### config.mk
export PLATFORM = sky130hd
export DESIGN_NAME = layer_mem_arbiter
export DESIGN_NICKNAME = d
export VERILOG_FILES = /design/src/rtl/lma_pkg.sv /design/src/rtl/lma_rr_pick.sv /design/src/rtl/layer_mem_arbiter.sv
export SDC_FILE = /design/constraint.sdc
export NUM_CORES = 1
export LEC_CHECK = 0
export CAP_MARGIN = 10
export CORE_ASPECT_RATIO = 1.25
export CORE_MARGIN = 2
export CORE_UTILIZATION = 33
export CTS_CLUSTER_SIZE = 16
export DETAILED_ROUTE_END_ITERATION = 10
export PLACE_DENSITY = 0.77
export SKIP_LAST_GASP = 1
export SYNTH_ARGS = -nofsm -noshare
export SYNTH_HDL_FRONTEND = slang
export SYNTH_SLANG_ARGS = --single-unit
export TNS_END_PERCENT = 5
### constraint.sdc
create_clock -name clk -period 2.9 [get_ports clk]
set_input_delay 0.29 -clock clk [delete_from_list [all_inputs] [get_ports clk]]
set_output_delay 0.29 -clock clk [all_outputs]
set_load 0.05 [all_outputs]
### src/rtl/lma_pkg.sv
// rtl/lma_pkg.sv - shared defaults, csel encodings and requester indices for the layer-memory arbiter
package lma_pkg;

    localparam int LMA_NREQ = 3;
    localparam int LMA_AW   = 12;
    localparam int LMA_DW   = 20;
    localparam int LMA_SW   = 3;

    typedef enum logic [2:0] {
        CSEL_NONE = 3'd0,
        L0_K0     = 3'd1,
        L0_K1     = 3'd2,
        L1_K0     = 3'd3,
        L1_K1     = 3'd4,
        L2_OUT    = 3'd5
    } csel_e;

    localparam int REQ_CONV = 0;
    localparam int REQ_POOL = 1;
    localparam int REQ_FLAT = 2;

    // Width of a round-robin pointer able to name every requester.
    function automatic int ptr_width(input int n);
        return (n > 1) ? $clog2(n) : 1;
    endfunction

endpackage

### src/rtl/lma_rr_pick.sv
// rtl/lma_rr_pick.sv - rotate-priority one-hot picker: first requester strictly after the pointer wins
module lma_rr_pick
    import lma_pkg::*;
#(
    parameter int NREQ = LMA_NREQ,
    parameter int PW   = ptr_width(LMA_NREQ)
) (
    input  logic [NREQ-1:0] req_i,
    input  logic [PW-1:0]   ptr_i,
    output logic [NREQ-1:0] gnt_o
);

    // Scan from pointer+1 around to the pointer itself; the last-served requester ranks lowest.
    always_comb begin : pick
        int   idx;
        logic found;
        gnt_o = '0;
        found = 1'b0;
        idx   = 0;
        for (int k = 1; k <= NREQ; k++) begin
            idx = (int'(ptr_i) + k) % NREQ;
            if (!found && req_i[idx]) begin
                gnt_o[idx] = 1'b1;
                found      = 1'b1;
            end
        end
    end

endmodule

### src/rtl/layer_mem_arbiter.sv
// rtl/layer_mem_arbiter.sv - round-robin share of the layer-memory port; LMA_BURST_LOCK_EN enables burst lock
module layer_mem_arbiter
    import lma_pkg::*;
#(
    parameter int NREQ = LMA_NREQ,
    parameter int AW   = LMA_AW,
    parameter int DW   = LMA_DW,
    parameter int SW   = LMA_SW
) (
    input  logic                 clk,
    input  logic                 reset,
    input  logic [NREQ-1:0]      req,
    input  logic [NREQ-1:0]      we,
    input  logic [NREQ-1:0]      lock,
    input  logic [NREQ*SW-1:0]   sel,
    input  logic [NREQ*AW-1:0]   addr,
    input  logic [NREQ*DW-1:0]   wdata,
    output logic [NREQ-1:0]      gnt,
    output logic [NREQ-1:0]      rvalid,
    output logic [DW-1:0]        rdata,
    output logic [SW-1:0]        csel,
    output logic                 cwr,
    output logic [AW-1:0]        caddr_wr,
    output logic [DW-1:0]        cdata_wr,
    output logic                 crd,
    output logic [AW-1:0]        caddr_rd,
    input  logic [DW-1:0]        cdata_rd
);

    localparam int PW = ptr_width(NREQ);

    logic [PW-1:0]   ptr_q, ptr_d;
    logic [NREQ-1:0] rr_gnt;
    logic [NREQ-1:0] gnt_sel;
    logic [PW-1:0]   gidx;
    logic            any_gnt;
    logic            lock_hold;

    logic [SW-1:0]   csel_q, csel_d;
    logic            cwr_q, cwr_d;
    logic            crd_q, crd_d;
    logic [AW-1:0]   caddr_wr_q, caddr_wr_d;
    logic [AW-1:0]   caddr_rd_q, caddr_rd_d;
    logic [DW-1:0]   cdata_wr_q, cdata_wr_d;
    logic [NREQ-1:0] rd_pend_q, rd_pend_d;
    logic [NREQ-1:0] rvalid_q, rvalid_d;

    lma_rr_pick #(
        .NREQ (NREQ),
        .PW   (PW)
    ) u_pick (
        .req_i (req),
        .ptr_i (ptr_q),
        .gnt_o (rr_gnt)
    );

`ifdef LMA_BURST_LOCK_EN
    logic lock_q, lock_d;

    // The last-granted requester keeps the port while it holds both lock and req.
    assign lock_hold = lock_q && req[ptr_q] && lock[ptr_q];
    assign lock_d    = any_gnt && lock[gidx];

    // Remember whether the most recent grant went to a locking requester.
    always_ff @(posedge clk or posedge reset) begin
        if (reset) begin
            lock_q <= 1'b0;
        end else begin
            lock_q <= lock_d;
        end
    end
`else
    logic unused_lock;

    assign lock_hold   = 1'b0;
    assign unused_lock = ^lock;
`endif

    // Final grant: lock holder first, otherwise round-robin; nothing is granted while in reset.
    always_comb begin
        gnt_sel = '0;
        if (reset) begin
            gnt_sel = '0;
        end else if (lock_hold) begin
            gnt_sel = NREQ'(1) << ptr_q;
        end else begin
            gnt_sel = rr_gnt;
        end
    end

    // Encode the one-hot grant so the winner's fields can be muxed onto the port.
    always_comb begin
        gidx = '0;
        for (int i = 0; i < NREQ; i++) begin
            if (gnt_sel[i]) begin
                gidx = PW'(i);
            end
        end
    end

    assign any_gnt = |gnt_sel;
    assign ptr_d   = any_gnt ? gidx : ptr_q;

    // Next memory-side state: strobes are single-cycle, address/data/select hold between transactions.
    always_comb begin
        csel_d     = csel_q;
        cwr_d      = 1'b0;
        crd_d      = 1'b0;
        caddr_wr_d = caddr_wr_q;
        caddr_rd_d = caddr_rd_q;
        cdata_wr_d = cdata_wr_q;
        rd_pend_d  = gnt_sel & ~we;
        rvalid_d   = rd_pend_q;
        if (any_gnt) begin
            csel_d = sel[int'(gidx)*SW +: SW];
            if (we[gidx]) begin
                cwr_d      = 1'b1;
                caddr_wr_d = addr[int'(gidx)*AW +: AW];
                cdata_wr_d = wdata[int'(gidx)*DW +: DW];
            end else begin
                crd_d      = 1'b1;
                caddr_rd_d = addr[int'(gidx)*AW +: AW];
            end
        end
    end

    // Pointer, registered memory port and the two-stage read-return pipeline.
    always_ff @(posedge clk or posedge reset) begin
        if (reset) begin
            ptr_q      <= PW'(NREQ - 1);
            csel_q     <= SW'(CSEL_NONE);
            cwr_q      <= 1'b0;
            crd_q      <= 1'b0;
            caddr_wr_q <= '0;
            caddr_rd_q <= '0;
            cdata_wr_q <= '0;
            rd_pend_q  <= '0;
            rvalid_q   <= '0;
        end else begin
            ptr_q      <= ptr_d;
            csel_q     <= csel_d;
            cwr_q      <= cwr_d;
            crd_q      <= crd_d;
            caddr_wr_q <= caddr_wr_d;
            caddr_rd_q <= caddr_rd_d;
            cdata_wr_q <= cdata_wr_d;
            rd_pend_q  <= rd_pend_d;
            rvalid_q   <= rvalid_d;
        end
    end

    assign gnt      = gnt_sel;
    assign csel     = csel_q;
    assign cwr      = cwr_q;
    assign crd      = crd_q;
    assign caddr_wr = caddr_wr_q;
    assign caddr_rd = caddr_rd_q;
    assign cdata_wr = cdata_wr_q;
    assign rvalid   = rvalid_q;
    assign rdata    = cdata_rd;

endmodule

==> results of run 1 <==
worst max path at each step:
| stage | to | cells past startpoint |
|---|---|---|
| 2_1_floorplan | cdata_wr[16]$_DFFE_PP0P_ | 11 |
| 3_5_place_dp | caddr_wr[0]$_DFFE_PP0P_ | 7 |
| 5_1_grt | gnt[0] | 9 |
| 3_3_place_gp | cdata_wr[5]$_DFFE_PP0P_ | 7 |
| 6_report | gnt[1] | 9 |
| 4_1_cts | cdata_wr[8]$_DFFE_PP0P_ | 8 |
state kept, by name, indices dropped and copies added, names as in the netlist:
register,count
cdata_wr,20
crd,1
rvalid,3
caddr_rd,12
ptr_q,2
rd_pend_q,3
caddr_wr,12
cwr,1
csel,3
where the power goes:
part / internal (mW) / switching, mW
combinational: 1.44 / 2.33
sequential: 1.14 / 0.181
clock: 0.746 / 0.364
worst max-delay path: stages (launching register included):
cell and delay (ps):
dfrtp_1 410, inv_1 90, ha_1 300, and2_1 210, a2111oi_4 390, o21a_1 390
nor2_4 70, inv_2 90, buf_4 170, buf_12 140
metal layers:
| layer | part of all wire, % | up-vias |
|---|---|---|
| li1 | - | 1532 |
| met1 | 37 | 1621 |
| met2 | 54 | 140 |
| met3 | 6.3 | 32 |
| met4 | 2.7 | 0 |
| met5 | 0 | - |
synthesized netlist by cell type, drive strengths merged (2+ instances only):
library cell and number:
inv 37, nand2 29, nand3 12, a211oi 7, buf 32, o211a 2, o21a 2, o221a 20
nor2 6, clkbuf 10, o22a 20, o211ai 2, mux2i 5, o21ai 22, o2111ai 2, a21o 15
and2 2, ha 4, o2111a 2, a21boi 2, o221ai 24, a21oi 2, dfrtp 56
cell type report:
type / count / area, um^2
clock buffers: 10 / 229.0
flip-flops and latches: 57 / 1428
clock inverters: 5 / 81.33
well taps: 126 / 157.7
fillers: 880 / 4335
inverters: 37 / 145.1
repair buffers: 187 / 1834
multi-input cells: 195 / 1499
cell families (layout without fill, tap and decap cells):
logic type               Yosys count  in the layout  synth area share (%)
AO/OA/AOI/OAI                    129            130                 33.11
buffers and inverters             79            239                 12.31
flip-flops                        57             57                 43.07
AND/OR/NAND/NOR                   55             55                 8.154
multiplexers                       6              6                 1.850
adder cells (fa/ha/maj)            4              4                 1.510
through the flow:
stage / total power [mW] / hold slack, ps / util [%] / area (um^2) / TNS, ps
final: 6.207 / 353.3 / 55.35 / 5374 / 0
after detailed placement: 5.037 / 345.1 / 51.79 / 5029 / 0
after global routing: 6.528 / 366.9 / 55.35 / 5374 / -1287
after CTS: 6.177 / 361.3 / 55.03 / 5343 / 0
after global placement: 4.947 / 332.4 / 51.79 / 5029 / 0
after floorplan: 3.875 / 331.2 / - / 3318 / 0
repair_timing:
item | 4_1_cts | 5_1_grt
setup buffers | 0 | 1
pin swaps | 1 | 1
endpoints found under the setup margin | 1 | 48
cloned | 0 | 1
resized for setup | 1 | 4
==> flow_metrics.tcl, run 1 <==
set metrics [dict create \
    status "finished, final reports clean" \
    ys_types 49 \
    met3_usage_pct 4.616 \
    layout_min_cycle_time_ps 2883 \
    fmax_ghz 0.3469 \
    grt_most_used_layer "met2" \
    whs_endpoint "rvalid[0]$_DFF_PP0_" \
    yosysTopAreaCell "dfrtp_1" \
    fin_nets 627 \
    dpl.hpwl_um 8144 \
    period_share_pct 99.41 \
    grt_pass1_vias 3521 \
    p_leak_nw 2.184 \
    grt_pass1_wl_um 17310 \
    cts_buffers 9 \
    vias 3325 \
    portBuffers 167 \
    dr.pass1.iters 4 \
    setup_slack_ps 16.97 \
    crit_required_ps 2610 \
    synth_seq_area_share_pct 43.07 \
    synth_warnings 0 \
    worst_pin_slew_ps 541.2 \
    insertion_delay_ps 320 \
    holdBufCountCts 0 \
    ir_drop_mv 0.5704 \
    place.gp.congestion 0.9090 \
    end_kind "output pin" \
    grt_max_degree 34 \
    arrival_ps 2590 \
    ys_async_sr_fraction_pct 100.0 \
    syn_area_per_cell_um2 10.04 \
    drive_above_1_share_pct 11.41 \
    antenna_found_initial 0 \
    netlist.area_leader.share_pct 42.28 \
    dp_slack_ps 19.89 \
    final_cells 617 \
    grtUsageMet2_pct 37.12 \
    slew_headroom_pct 63.80 \
    worst-setup-path-type "reg -> out" \
    setup.worst_path.start "ptr_q[0]$_DFFE_PP0P_" \
    antennaDiodeCount 0 \
    synth_seq_cells 57 \
    min_from "rd_pend_q[0]$_DFF_PP0_" \
    finClkSkew_ps 5.918 \
    synth_fp_nets 470 \
    rows 40 \
    cts.path.max_buffers 2 \
    finalSetupViolCount 0 \
    fp.dieH_um 116.1 \
    drt-vias-per-instance 5.389 \
    start_util_pct 34.14 \
    dp.cells 600 \
    cts-root-buf "clkbuf_16" \
    cp_max_fo 7 \
    drcViolationCount 0 \
    start_kind "flop" \
    rsz0062_at_grt "true" \
    maxCapViolations 0 \
    r2r-end "cdata_wr[16]$_DFFE_PP0P_" \
    grt_util_met1_pct 22.39 \
    htreeDepth 3 \
    powerDensity_nw_per_um2 1155 \
    clkTransAtPathRegs_ps 50 \
    synthesis.area_um2 3314 \
    synth_edf_count 0 \
    syn_to_final_growth_pct 62.14 \
    rr_startpoint "ptr_q[1]$_DFFE_PP1P_" \
    tritoncts "built" \
    drtAntennaViolNets 0 \
    syn_inst 330 \
    finalMaxSlewViolations 0 \
    hold_path_class "reg -> reg" \
    ios 211 \
    synth_flop_cell "dfrtp_1" \
    worstHoldPathCells 0 \
    fp.coreArea_um2 9709 \
    reg2reg_slack_ps 30 \
    wl_um 11190 \
    die_x_um 93.64 \
    synthTopCellsByArea "dfrtp_1 (42%), o221ai_1 (6.3%), o221a_1 (5.8%), o22a_1 (5.3%), buf_4 (5.2%)" \
    drtIter0Drc 121 \
    finalHoldViolCount 0 \
    grt_usage_pct 20.29 \
    overflow 0 \
    wire_per_inst_um 18.13 \
    final_cell_mix "clkdlybuf4s50_1 (164), dfrtp_1 (56), inv_1 (34), nand2_1 (29), o221ai_1 (24)" \
    reg2regPathDepth 9 \
    layout_commonest_cell "clkdlybuf4s50_1" \
    clock-sinks 57 \
    fp.dieArea_um2 10870 \
]
No activity file was read; power rests on OpenSTA's default activity.
==> run 2: changes to the inputs <==
--- a/config.mk
+++ b/config.mk
@@ -5,7 +5,6 @@
 export SDC_FILE = /design/constraint.sdc
 export NUM_CORES = 1
 export LEC_CHECK = 0
-export CAP_MARGIN = 10
 export CORE_ASPECT_RATIO = 1.25
 export CORE_MARGIN = 2
 export CORE_UTILIZATION = 33
==> results of run 2 <==
No change in the layout: final DEF, timing and power equal those of run 1.
==> run 3: changes to the inputs <==
--- a/config.mk
+++ b/config.mk
@@ -8,9 +8,8 @@
 export CORE_ASPECT_RATIO = 1.25
 export CORE_MARGIN = 2
 export CORE_UTILIZATION = 33
-export CTS_CLUSTER_SIZE = 16
 export DETAILED_ROUTE_END_ITERATION = 10
-export PLACE_DENSITY = 0.77
+export PLACE_DENSITY_LB_ADDON = 0.2
 export SKIP_LAST_GASP = 1
 export SYNTH_ARGS = -nofsm -noshare
 export SYNTH_HDL_FRONTEND = slang
==> constraint.sdc (replaced) <==
create_clock -name clk -period 2.65 [get_ports clk]
set_input_delay 0.265 -clock clk [delete_from_list [all_inputs] [get_ports clk]]
set_output_delay 0.265 -clock clk [all_outputs]
set_load 0.05 [all_outputs]
==> run 3 against run 2 <==
  * Critical endpoint is now caddr_rd[7]$_DFFE_PP0P_
  * Largest power group unchanged
  * Global-route usage decreased by 0.40 points
  * Sequential power increased by 9.8%
  * Register-to-register slack got worse by 20 ps
  * Critical path depth increased by 1
  * Routed wire length increased by 5.8%
  * Sequential cell count unchanged
==> flow_metrics.tcl, run 3 (same netlist as run 1, synthesis figures left out) <==
set metrics [dict create \
    status "finished, final reports clean" \
    nFillCells 834 \
    drtIter0Drc 105 \
    cp_max_fo 8 \
    antennaDiodeCount 0 \
    final_cells 644 \
    dpl.hpwl_um 8285 \
    p_leak_nw 2.360 \
    finalHoldViolCount 0 \
    drt-vias-per-instance 5.199 \
    fp.coreArea_um2 9709 \
    start_kind "flop" \
    finClkSkew_ps 4.445 \
    powerDensity_nw_per_um2 1262 \
    start_util_pct 34.14 \
    grt_usage_pct 19.89 \
    dr.pass1.iters 4 \
    cts-root-buf "clkbuf_16" \
    drive_above_1_share_pct 18.73 \
    rows 40 \
    clkTransAtPathRegs_ps 50 \
    hold_path_class "reg -> reg" \
    fin_hold_ws_ps 343.5 \
    largest_reg_flops 20 \
    period_share_pct 99.81 \
    tritoncts "built" \
    wl_um 11840 \
    die_x_um 93.64 \
    fp.dieH_um 116.1 \
    rsz0062_at_grt "true" \
    finalSetupViolCount 0 \
    syn_to_final_growth_pct 74.63 \
    arrival_ps 2840 \
    cts_buffers 9 \
    fin_nets 655 \
    place.gp.congestion 0.7961 \
    worst_pin_slew_ps 558.3 \
    ir_drop_mv 0.6076 \
    grt_pass1_vias 3348 \
    layout_min_cycle_time_ps 2645 \
    drcViolationCount 0 \
    ios 211 \
    insertion_delay_ps 320 \
    maxCapViolations 0 \
    antenna_found_initial 0 \
    drtAntennaViolNets 0 \
    cts.path.max_buffers 2 \
    slew_headroom_pct 62.66 \
    portBuffers 167 \
    wire_per_inst_um 18.39 \
    crit_required_ps 2840 \
    fmax_ghz 0.3781 \
    vias 3348 \
    end_kind "flop" \
    multi_input_area_um2 1625 \
    htreeDepth 3 \
    fp.dieArea_um2 10870 \
    finalMaxSlewViolations 0 \
    dp.cells 614 \
    overflow 0 \
    worst-setup-path-type "reg -> reg" \
    final_cell_mix "clkdlybuf4s50_1 (164), dfrtp_1 (55), buf_4 (36), inv_1 (32), nand2_1 (29)" \
    grt_pass1_wl_um 16680 \
    grt_max_degree 37 \
    ff_latch_area_um2 1429 \
    clock-sinks 57 \
    layout_commonest_cell "clkdlybuf4s50_1" \
    holdBufCountCts 0 \
]
## run 3: path summary, 6_finish.rpt
path                                       endpoint  depth (start not counted)                    from  slack, ps
max                         caddr_rd[7]$_DFFE_PP0P_                         10    ptr_q[1]$_DFFE_PP1P_          5
min                             rvalid[2]$_DFF_PP0_                          0  rd_pend_q[2]$_DFF_PP0_        340
max reg2reg                 caddr_rd[7]$_DFFE_PP0P_                         10    ptr_q[1]$_DFFE_PP1P_          5
min reg2reg                     rvalid[2]$_DFF_PP0_                          0  rd_pend_q[2]$_DFF_PP0_        340
max in group asynchronous  cdata_wr[15]$_DFFE_PP0P_                          3                   reset       1610
min in group asynchronous       rvalid[1]$_DFF_PP0_                          3                   reset        630
## run 3: metal layers
layer  share of wire, %  GRT usage [%]  vias to the layer above
li1                   -              -                     1589
met1                 39          22.92                     1616
met2                 53          34.63                      119
met3                5.5          4.681                       24
met4                2.7          9.855                        0
met5                  0              0                        -
## run 3: report_power, final
part           total [mW]  switching, mW  internal, mW
sequential           1.45          0.200          1.25
combinational        4.82           2.75          2.07
clock                1.03          0.359         0.671
total                7.30           3.31          4.00
## run 3: timing repair
item                       in CTS  in global routing
cloned                          0                  2
gates resized for setup         7                 28
pin swaps                       1                 15
buffers inserted                0                 14
setup endpoints to repair      47                 48
## run 3: worst max-delay path, stage by stage (launching register included)
cell and delay (ps):
dfstp_2 550, inv_2 60, ha_4 180, buf_6 120
a2111oi_4 380, o2111a_2 340, nor2_8 60, buf_6 120
a311oi_4 360, buf_6 220, o221ai_2 110
## run 3: area by class of cell
| type | instances | share of cell area, % |
|---|---|---|
| clock buffers | 14 | 4.561 |
| inverters | 37 | 2.572 |
| multi-input cells | 195 | 28.08 |
| flip-flops and latches | 57 | 24.69 |
| well taps | 126 | 2.724 |
| repair buffers | 215 | 37.38 |
## run 3: through the flow
step	instance area, um^2	utilization (%)	power, mW	worst slack [ps]	TNS (ps)
2_1_floorplan	3326	-	4.254	-51.59	-978.4
6_report	5788	59.61	7.302	5.160	0
5_1_grt	5788	59.61	7.654	-82.78	-2286
3_3_place_gp	5229	53.85	5.717	-86.46	-2578
4_1_cts	5513	56.78	6.868	-68.98	-695.2
3_5_place_dp	5229	53.85	5.782	-141.9	-4406
